File: src/rtl/shift_rows_pipe_pkg.sv
// ---------------------------------------------------------------------------
// shift_rows_pipe_pkg
//
// Purpose: shared AES definitions for the pipelined ShiftRows stage. Holds
// the 128-bit state type, the permutation direction enum and the helpers
// that map (row, column) to a byte position inside the state vector.
//
// State layout: byte k occupies bits [127-8k -: 8]. Byte k is row (k % 4),
// column (k / 4), so a column is four consecutive bytes, most significant
// byte first.
//
// Contents:
//   state_t    - logic [127:0] AES state
//   sr_dir_t   - SR_FWD (ShiftRows) / SR_INV (InvShiftRows)
//   byte_idx   - (row, col) -> byte number k
//   byte_msb   - (row, col) -> most significant bit of that byte
//   src_col    - column a byte is fetched from for a given direction
// ---------------------------------------------------------------------------
package shift_rows_pipe_pkg;

  localparam int NUM_ROWS = 4;
  localparam int NUM_COLS = 4;
  localparam int BYTE_W   = 8;
  localparam int STATE_W  = NUM_ROWS * NUM_COLS * BYTE_W;

  typedef logic [STATE_W-1:0] state_t;

  typedef enum logic {
    SR_FWD = 1'b0,
    SR_INV = 1'b1
  } sr_dir_t;

  // Byte number of the cell at (row, col); columns are stored contiguously.
  function automatic int byte_idx(input int row, input int col);
    return NUM_ROWS * col + row;
  endfunction

  // Top bit of the cell at (row, col) inside a state_t.
  function automatic int byte_msb(input int row, input int col);
    return STATE_W - 1 - BYTE_W * byte_idx(row, col);
  endfunction

  // Source column for output cell (row, col).
  // Forward rotates row r left by r bytes, inverse rotates it right by r.
  // The +NUM_COLS keeps the inverse operand non-negative before the modulo.
  function automatic int src_col(input int row, input int col, input bit inverse);
    if (inverse) begin
      return (col - row + NUM_COLS) % NUM_COLS;
    end
    return (col + row) % NUM_COLS;
  endfunction

endpackage

File: src/rtl/shift_rows_pipe_if.sv
// ---------------------------------------------------------------------------
// shift_rows_pipe_if
//
// Purpose: bundles the upstream and downstream valid/ready streams of the
// ShiftRows pipeline plus the busy indicator into one interface.
//
// Signals:
//   in_valid   upstream transaction valid
//   in_ready   pipeline accepts the upstream transaction this cycle
//   in_inverse 0 = ShiftRows, 1 = InvShiftRows
//   in_state   128-bit AES state to permute
//   in_tag     opaque sideband carried alongside the state
//   in_bypass  (SHIFTROWS_BYPASS_EN only) pass the state through unpermuted
//   out_valid  downstream transaction valid
//   out_ready  downstream accepts
//   out_state  permuted state
//   out_tag    tag of the transaction at the output
//   busy       at least one pipeline stage holds a valid transaction
//
// Modports:
//   master - the environment: drives in_* and out_ready
//   slave  - the pipeline: drives in_ready, out_*, busy
//
// Optional feature macro: SHIFTROWS_BYPASS_EN adds in_bypass.
// ---------------------------------------------------------------------------
interface shift_rows_pipe_if
  import shift_rows_pipe_pkg::*;
#(
  parameter int TAG_W = 4
) ();

  logic             in_valid;
  logic             in_ready;
  logic             in_inverse;
  state_t           in_state;
  logic [TAG_W-1:0] in_tag;
`ifdef SHIFTROWS_BYPASS_EN
  logic             in_bypass;
`endif
  logic             out_valid;
  logic             out_ready;
  state_t           out_state;
  logic [TAG_W-1:0] out_tag;
  logic             busy;

  modport master (
    output in_valid,
    output in_inverse,
    output in_state,
    output in_tag,
`ifdef SHIFTROWS_BYPASS_EN
    output in_bypass,
`endif
    output out_ready,
    input  in_ready,
    input  out_valid,
    input  out_state,
    input  out_tag,
    input  busy
  );

  modport slave (
    input  in_valid,
    input  in_inverse,
    input  in_state,
    input  in_tag,
`ifdef SHIFTROWS_BYPASS_EN
    input  in_bypass,
`endif
    input  out_ready,
    output in_ready,
    output out_valid,
    output out_state,
    output out_tag,
    output busy
  );

endinterface

File: src/rtl/shift_rows_pipe_perm.sv
// ---------------------------------------------------------------------------
// shift_rows_perm
//
// Purpose: purely combinational ShiftRows / InvShiftRows byte permutation.
// Both permutations are pure wiring, so both are built and a 3-way mux
// picks the result.
//
// Ports:
//   state_in   input  state_t   state to permute
//   dir        input  sr_dir_t  SR_FWD or SR_INV
//   bypass     input  1         (SHIFTROWS_BYPASS_EN only) identity select
//   state_out  output state_t   permuted state
//
// Optional feature macro: SHIFTROWS_BYPASS_EN adds the bypass input; when
// set the direction is ignored and the state passes through unchanged.
// ---------------------------------------------------------------------------
module shift_rows_perm
  import shift_rows_pipe_pkg::*;
(
  input  state_t  state_in,
  input  sr_dir_t dir,
`ifdef SHIFTROWS_BYPASS_EN
  input  logic    bypass,
`endif
  output state_t  state_out
);

  state_t fwd_state;
  state_t inv_state;
  logic   apply_perm;

  // Every output cell is a fixed copy of one input cell, so the permutation
  // is elaborated into constant-index wiring. Row 0 maps onto itself.
  for (genvar r = 0; r < NUM_ROWS; r++) begin : g_row
    for (genvar c = 0; c < NUM_COLS; c++) begin : g_col
      localparam int DST_MSB = byte_msb(r, c);
      localparam int FWD_MSB = byte_msb(r, src_col(r, c, 1'b0));
      localparam int INV_MSB = byte_msb(r, src_col(r, c, 1'b1));

      assign fwd_state[DST_MSB -: BYTE_W] = state_in[FWD_MSB -: BYTE_W];
      assign inv_state[DST_MSB -: BYTE_W] = state_in[INV_MSB -: BYTE_W];
    end
  end

`ifdef SHIFTROWS_BYPASS_EN
  assign apply_perm = !bypass;
`else
  assign apply_perm = 1'b1;
`endif

  always_comb begin
    state_out = state_in;
    if (apply_perm) begin
      state_out = (dir == SR_INV) ? inv_state : fwd_state;
    end
  end

endmodule

File: src/rtl/shift_rows_pipe.sv
// ---------------------------------------------------------------------------
// shift_rows_pipe
//
// Purpose: pipelined ShiftRows / InvShiftRows stage with a valid/ready
// handshake and a per-transaction direction bit. The permutation is applied
// combinationally to the incoming state and captured into stage 1; stages
// 2..STAGES are plain registers. Each stage carries valid, state and tag.
//
// Parameters:
//   STAGES  number of register stages, 1..4 (= latency in cycles)
//   TAG_W   width of the sideband tag, >= 1
//
// Ports:
//   clock    input  rising-edge clock
//   reset_n  input  synchronous active-low reset
//   bus      shift_rows_pipe_if.slave
//              in_valid/in_ready/in_inverse/in_state/in_tag (upstream)
//              out_valid/out_ready/out_state/out_tag (downstream), busy
//
// Optional feature macro: SHIFTROWS_BYPASS_EN enables bus.in_bypass, which
// selects the identity permutation for that transaction.
// ---------------------------------------------------------------------------
module shift_rows_pipe
  import shift_rows_pipe_pkg::*;
#(
  parameter int STAGES = 2,
  parameter int TAG_W  = 4
) (
  input  logic              clock,
  input  logic              reset_n,
  shift_rows_pipe_if.slave  bus
);

  logic [STAGES:1]  v;
  state_t           st [1:STAGES];
  logic [TAG_W-1:0] tg [1:STAGES];

  logic             advance;
  sr_dir_t          dir;
  state_t           perm_state;

  // The whole pipe moves as one: it only stalls when the last stage holds
  // data that downstream refuses. Bubbles are deliberately not collapsed,
  // which keeps out_ready -> in_ready down to a single gate.
  assign advance = !v[STAGES] || bus.out_ready;

  assign dir = bus.in_inverse ? SR_INV : SR_FWD;

  shift_rows_perm u_perm (
    .state_in  (bus.in_state),
    .dir       (dir),
`ifdef SHIFTROWS_BYPASS_EN
    .bypass    (bus.in_bypass),
`endif
    .state_out (perm_state)
  );

  for (genvar g = 1; g <= STAGES; g++) begin : g_stage
    logic             v_d;
    state_t           st_d;
    logic [TAG_W-1:0] tg_d;
    logic             v_q;
    state_t           st_q;
    logic [TAG_W-1:0] tg_q;

    // Stage 1 captures the freshly permuted input; later stages just copy.
    if (g == 1) begin : g_first
      assign v_d  = bus.in_valid;
      assign st_d = perm_state;
      assign tg_d = bus.in_tag;
    end else begin : g_next
      assign v_d  = v[g-1];
      assign st_d = st[g-1];
      assign tg_d = tg[g-1];
    end

    // Reset clears payload as well as valid so the outputs read zero after
    // a flush instead of exposing stale data.
    always_ff @(posedge clock) begin
      if (!reset_n) begin
        v_q  <= 1'b0;
        st_q <= '0;
        tg_q <= '0;
      end else if (advance) begin
        v_q  <= v_d;
        st_q <= st_d;
        tg_q <= tg_d;
      end
    end

    assign v[g]  = v_q;
    assign st[g] = st_q;
    assign tg[g] = tg_q;
  end

  // No accepts are advertised while the pipe is being reset.
  assign bus.in_ready  = reset_n && advance;
  assign bus.out_valid = v[STAGES];
  assign bus.out_state = st[STAGES];
  assign bus.out_tag   = tg[STAGES];
  assign bus.busy      = |v;

endmodule
File: src/flat_wrapper.sv
// flat-port wrapper written by rule: the top's interface ports become plain ports
module shift_rows_pipe_flat import shift_rows_pipe_pkg::*;
#(
  parameter int STAGES = 2,
  parameter int TAG_W  = 4
)
  (clock, reset_n, bus_in_valid, bus_in_inverse, bus_in_state, bus_in_tag, bus_out_ready, bus_in_ready, bus_out_valid, bus_out_state, bus_out_tag, bus_busy);
  shift_rows_pipe_if #(.TAG_W(TAG_W)) bus_i ();
  input  logic clock;
  input  logic reset_n;
  input wire logic [$bits(bus_i.in_valid)-1:0] bus_in_valid;
  input wire logic [$bits(bus_i.in_inverse)-1:0] bus_in_inverse;
  input wire logic [$bits(bus_i.in_state)-1:0] bus_in_state;
  input wire logic [$bits(bus_i.in_tag)-1:0] bus_in_tag;
  input wire logic [$bits(bus_i.out_ready)-1:0] bus_out_ready;
  output wire logic [$bits(bus_i.in_ready)-1:0] bus_in_ready;
  output wire logic [$bits(bus_i.out_valid)-1:0] bus_out_valid;
  output wire logic [$bits(bus_i.out_state)-1:0] bus_out_state;
  output wire logic [$bits(bus_i.out_tag)-1:0] bus_out_tag;
  output wire logic [$bits(bus_i.busy)-1:0] bus_busy;
  assign bus_i.in_valid = bus_in_valid;
  assign bus_i.in_inverse = bus_in_inverse;
  assign bus_i.in_state = bus_in_state;
  assign bus_i.in_tag = bus_in_tag;
  assign bus_i.out_ready = bus_out_ready;
  assign bus_in_ready = bus_i.in_ready;
  assign bus_out_valid = bus_i.out_valid;
  assign bus_out_state = bus_i.out_state;
  assign bus_out_tag = bus_i.out_tag;
  assign bus_busy = bus_i.busy;
  shift_rows_pipe #(.STAGES(STAGES), .TAG_W(TAG_W)) u_core (.clock(clock), .reset_n(reset_n), .bus(bus_i));
endmodule
File: config.mk
export PLATFORM = sky130hd
export DESIGN_NAME = shift_rows_pipe_flat
export DESIGN_NICKNAME = d
export VERILOG_FILES = /design/src/rtl/shift_rows_pipe_pkg.sv /design/src/rtl/shift_rows_pipe_if.sv /design/src/rtl/shift_rows_pipe_perm.sv /design/src/rtl/shift_rows_pipe.sv /design/src/flat_wrapper.sv
export SDC_FILE = /design/constraint.sdc
export NUM_CORES = 1
export LEC_CHECK = 0
export ABC_CLOCK_PERIOD_IN_PS = 3470
export BUFFER_PORTS_ARGS = -buffer_cell sky130_fd_sc_hd__buf_2
export CAP_MARGIN = 10
export CORE_MARGIN = 1.5
export CORE_UTILIZATION = 35
export DETAILED_ROUTE_END_ITERATION = 16
export PLACE_DENSITY = 0.6
export SYNTH_ARGS = -nofsm -noshare
export SYNTH_HDL_FRONTEND = slang
export SYNTH_SLANG_ARGS = --single-unit
File: constraint.sdc
create_clock -name clock -period 3.47 [get_ports clock]
set_clock_uncertainty 0.2 [all_clocks]
set_input_delay 0.694 -clock clock [delete_from_list [all_inputs] [get_ports clock]]
set_output_delay 0.694 -clock clock [all_outputs]
set_load 0.03 [all_outputs]
==> flow_summary_export.csv <==
group,metric,value,unit
cts,cts_buffer_depth,3,
synth,syn_inst,1162,
grt,globalRouteTotalUtil,17.92,%
cts,cts_resized,0,
cts,cts_buffers,30,
worst_setup_path,cp_data_arrival_time,1440,ps
placement,gp_congestion,0.7686,
timing,fin_crit,2334,ps
power_and_ir_drop,p_leak,5.772,nW
route,vias,8408,
cts,cts_tree,"done",
timing,setup_viol,0,
timing,maxSlewViolCount,0,
timing,setup-tns-final,0,ps
cts,cts_sinks,266,
floorplanning,io_pins,272,
worst_setup_path,critical_path.endpoint_type,"output pin",
worst_setup_path,cp_top_family,"buffers and inverters",
grt,overflow,0,
timing,grt_setup_unrepaired,"no",
timing,hold_viol,0,
grt,grt_max_degree,198,
synth,synth_cell_types,16,
finish,syn_to_final_growth,26.09,%
worst_setup_path,cp_data_required_time,2580,ps
route,drt_iter0_markers,458,
synth,synth_top_area_share,52.63,%
route,finalWirelength,27320,µm
power_and_ir_drop,ir_drop,0.3849,mV
finish,drive_gt1_share,23.66,%
worst_setup_path,worstPathCellList,"buf_6 > and2_1 > buf_2",
timing,worstMarginPinSlew,826.3,ps
synth,yosysSeqAreaShare,52.63,%
placement,port_buffers,271,
cts,clockRootBuffer,"clkbuf_16",
cts,ctsHoldBuffers,0,
synth,synth_area_leaders,"dfxtp_1 53%, nand2_1 15%, a21boi_1 15%",
worst_setup_path,critPathSlowestCell,"buf_6",
worst_setup_path,cp.buffers_inverters,2,
route,wire_per_inst,15.26,µm
worst_setup_path,critPathLaunchType,"input pin",
hold_path,min_path_type,"input pin to register",
synth,synth_top_cell_by_area,"dfxtp_1",
synth,synth_area_per_cell,8.708,µm²
cts,cts_setup_buffers,0,
timing,slew_headroom,44.91,%
timing,period_share,67.27,%
floorplanning,die-area,0.02994,mm²
power_and_ir_drop,powerDensity,581.7,mW/mm²
route,firstDrtPassIters,6,
synth,ys_ff_latch,266,
timing,hold_slack,186.3,ps
worst_setup_path,cp_max_fo,69,
finish,final_net_count,1518,
timing,fmax,428.4,MHz
worst_setup_path,crit_type,"input pin to output pin",
grt,grt_pass1_vias,7935,
route,drc_errors,0,
route,viasPerCell,4.697,
floorplanning,start_util,35.44,%
floorplanning,die_w,173.0,µm
grt,grt_antenna_before_repair,5,
grt,grt_first_pass_wirelength,43350,µm
finish,layout.core_utilization,44.69,%
cts,clk_latency,540,ps
synth,syn-num-nets,1299,
floorplanning,rows,62,
cts,clk_pin_slew,60,ps
synth,yosysWarnings,0,
placement,dpl.hpwl,18330,µm
route,antenna_left,0,
synth,syn_area,0.01012,mm²
outcome,status,"finished, final reports clean",
floorplanning,die_h,173.0,µm
job,max_cap_violations,0,
cts,h-tree-depth,1,
floorplanning,core_area,0.02855,mm²
worst_setup_path,slowest_delay,330,ps
## cell usage in the layout (no fill, tap or decap), types with 4 or more instances in the layout
cell,netlist,layout
dfxtp_1,266,266
buf_4,8,4
buf_12,0,9
clkbuf_1,31,8
buf_2,57,269
bufinv_16,0,4
o21ai_1,15,15
o21ai_0,49,49
mux2i_1,64,64
clkbuf_16,0,31
nand2_1,402,402
a21oi_1,64,64
a21boi_1,200,200
clkbuf_8,0,5
clkinv_2,0,5
## cell families (layout without fill, tap and decap cells)
logic type	count (synthesis)	in the layout	synth area share, %
buf+inv	96	337	4.563
simple gates	406	406	15.16
compound gates	330	330	21.32
mux	64	64	6.331
other cells	0	3	0
flops	266	266	52.63
## state kept, by name, summed over array words and instances (netlist names)
register / cells
u_core.bus.out_state: 128
u_core.g_stage.st_q: 128
u_core.bus.out_tag: 4
u_core.g_stage.tg_q: 4
u_core.bus.out_valid: 1
u_core.g_stage.v_q: 1
## where the power goes
group	switching (W)	internal [W]	leakage [nW]	total (W)
sequential	0.0000996	0.00325	2.20	0.00335
combinational	0.000488	0.000296	3.06	0.000784
clock	0.00126	0.00203	0.510	0.00329
## cell usage after synthesis
cell type	instances
a21boi_0	1
or2_2	1
o21a_1	1
buf_2	57
a21boi_1	200
nor2b_1	1
dfxtp_1	266
nand2_1	402
o21ai_0	49
and2_1	1
clkbuf_1	31
a21oi_1	64
buf_4	8
nand2b_1	1
mux2i_1	64
o21ai_1	15
## per-stage QoR
step	worst slack, ps	total power [W]	area [µm²]	cells
after floorplan	1060	0.003913	10120	1162
after global placement	1125	0.004195	11720	1733
final	1136	0.007422	12760	1790
after global routing	1058	0.007752	12760	1789
after CTS	1105	0.007533	12750	1787
after detailed placement	1117	0.004207	11720	1733
## metal layers
metal	GRT usage (%)	routed length [µm]	vias up	part of all wire (%)
li1	-	-	4294	-
met1	23.00	11990	3873	44
met2	29.07	12440	199	46
met3	5.893	2343	38	8.6
met4	4.420	522	4	1.9
met5	0	23	-	0.084
## area by class of cell
type / count / area (µm²)
Antenna cell: 3 / 7.507
Clock buffer: 44 / 874.6
Clock inverter: 10 / 156.4
Fill cell: 2953 / 15790
Multi-Input combinational cell: 800 / 4347
Sequential cell: 266 / 5325
Tap cell: 384 / 480.5
Timing Repair Buffer: 283 / 1568
## final timing paths
kind | startpoint | end | slack [ps] | depth (start not counted)
worst min-delay path | bus_in_valid | u_core.g_stage[1].v_q | 190 | 3
worst min register to register | u_core.bus.out_state[112] | u_core.bus.out_state[112] | 240 | 2
worst max register to register | u_core.bus.out_valid | u_core.bus.out_state[76] | 1530 | 4
worst max-delay path | reset_n | bus_in_ready | 1140 | 3
## worst min-delay path: cells and delay by family
| kind | cells | cell delay (ps) |
|---|---|---|
| buf+inv | 1 | 90 |
| compound gates | 1 | 50 |
| simple gates | 1 | 40 |
No activity file was read; power rests on OpenSTA's default activity.
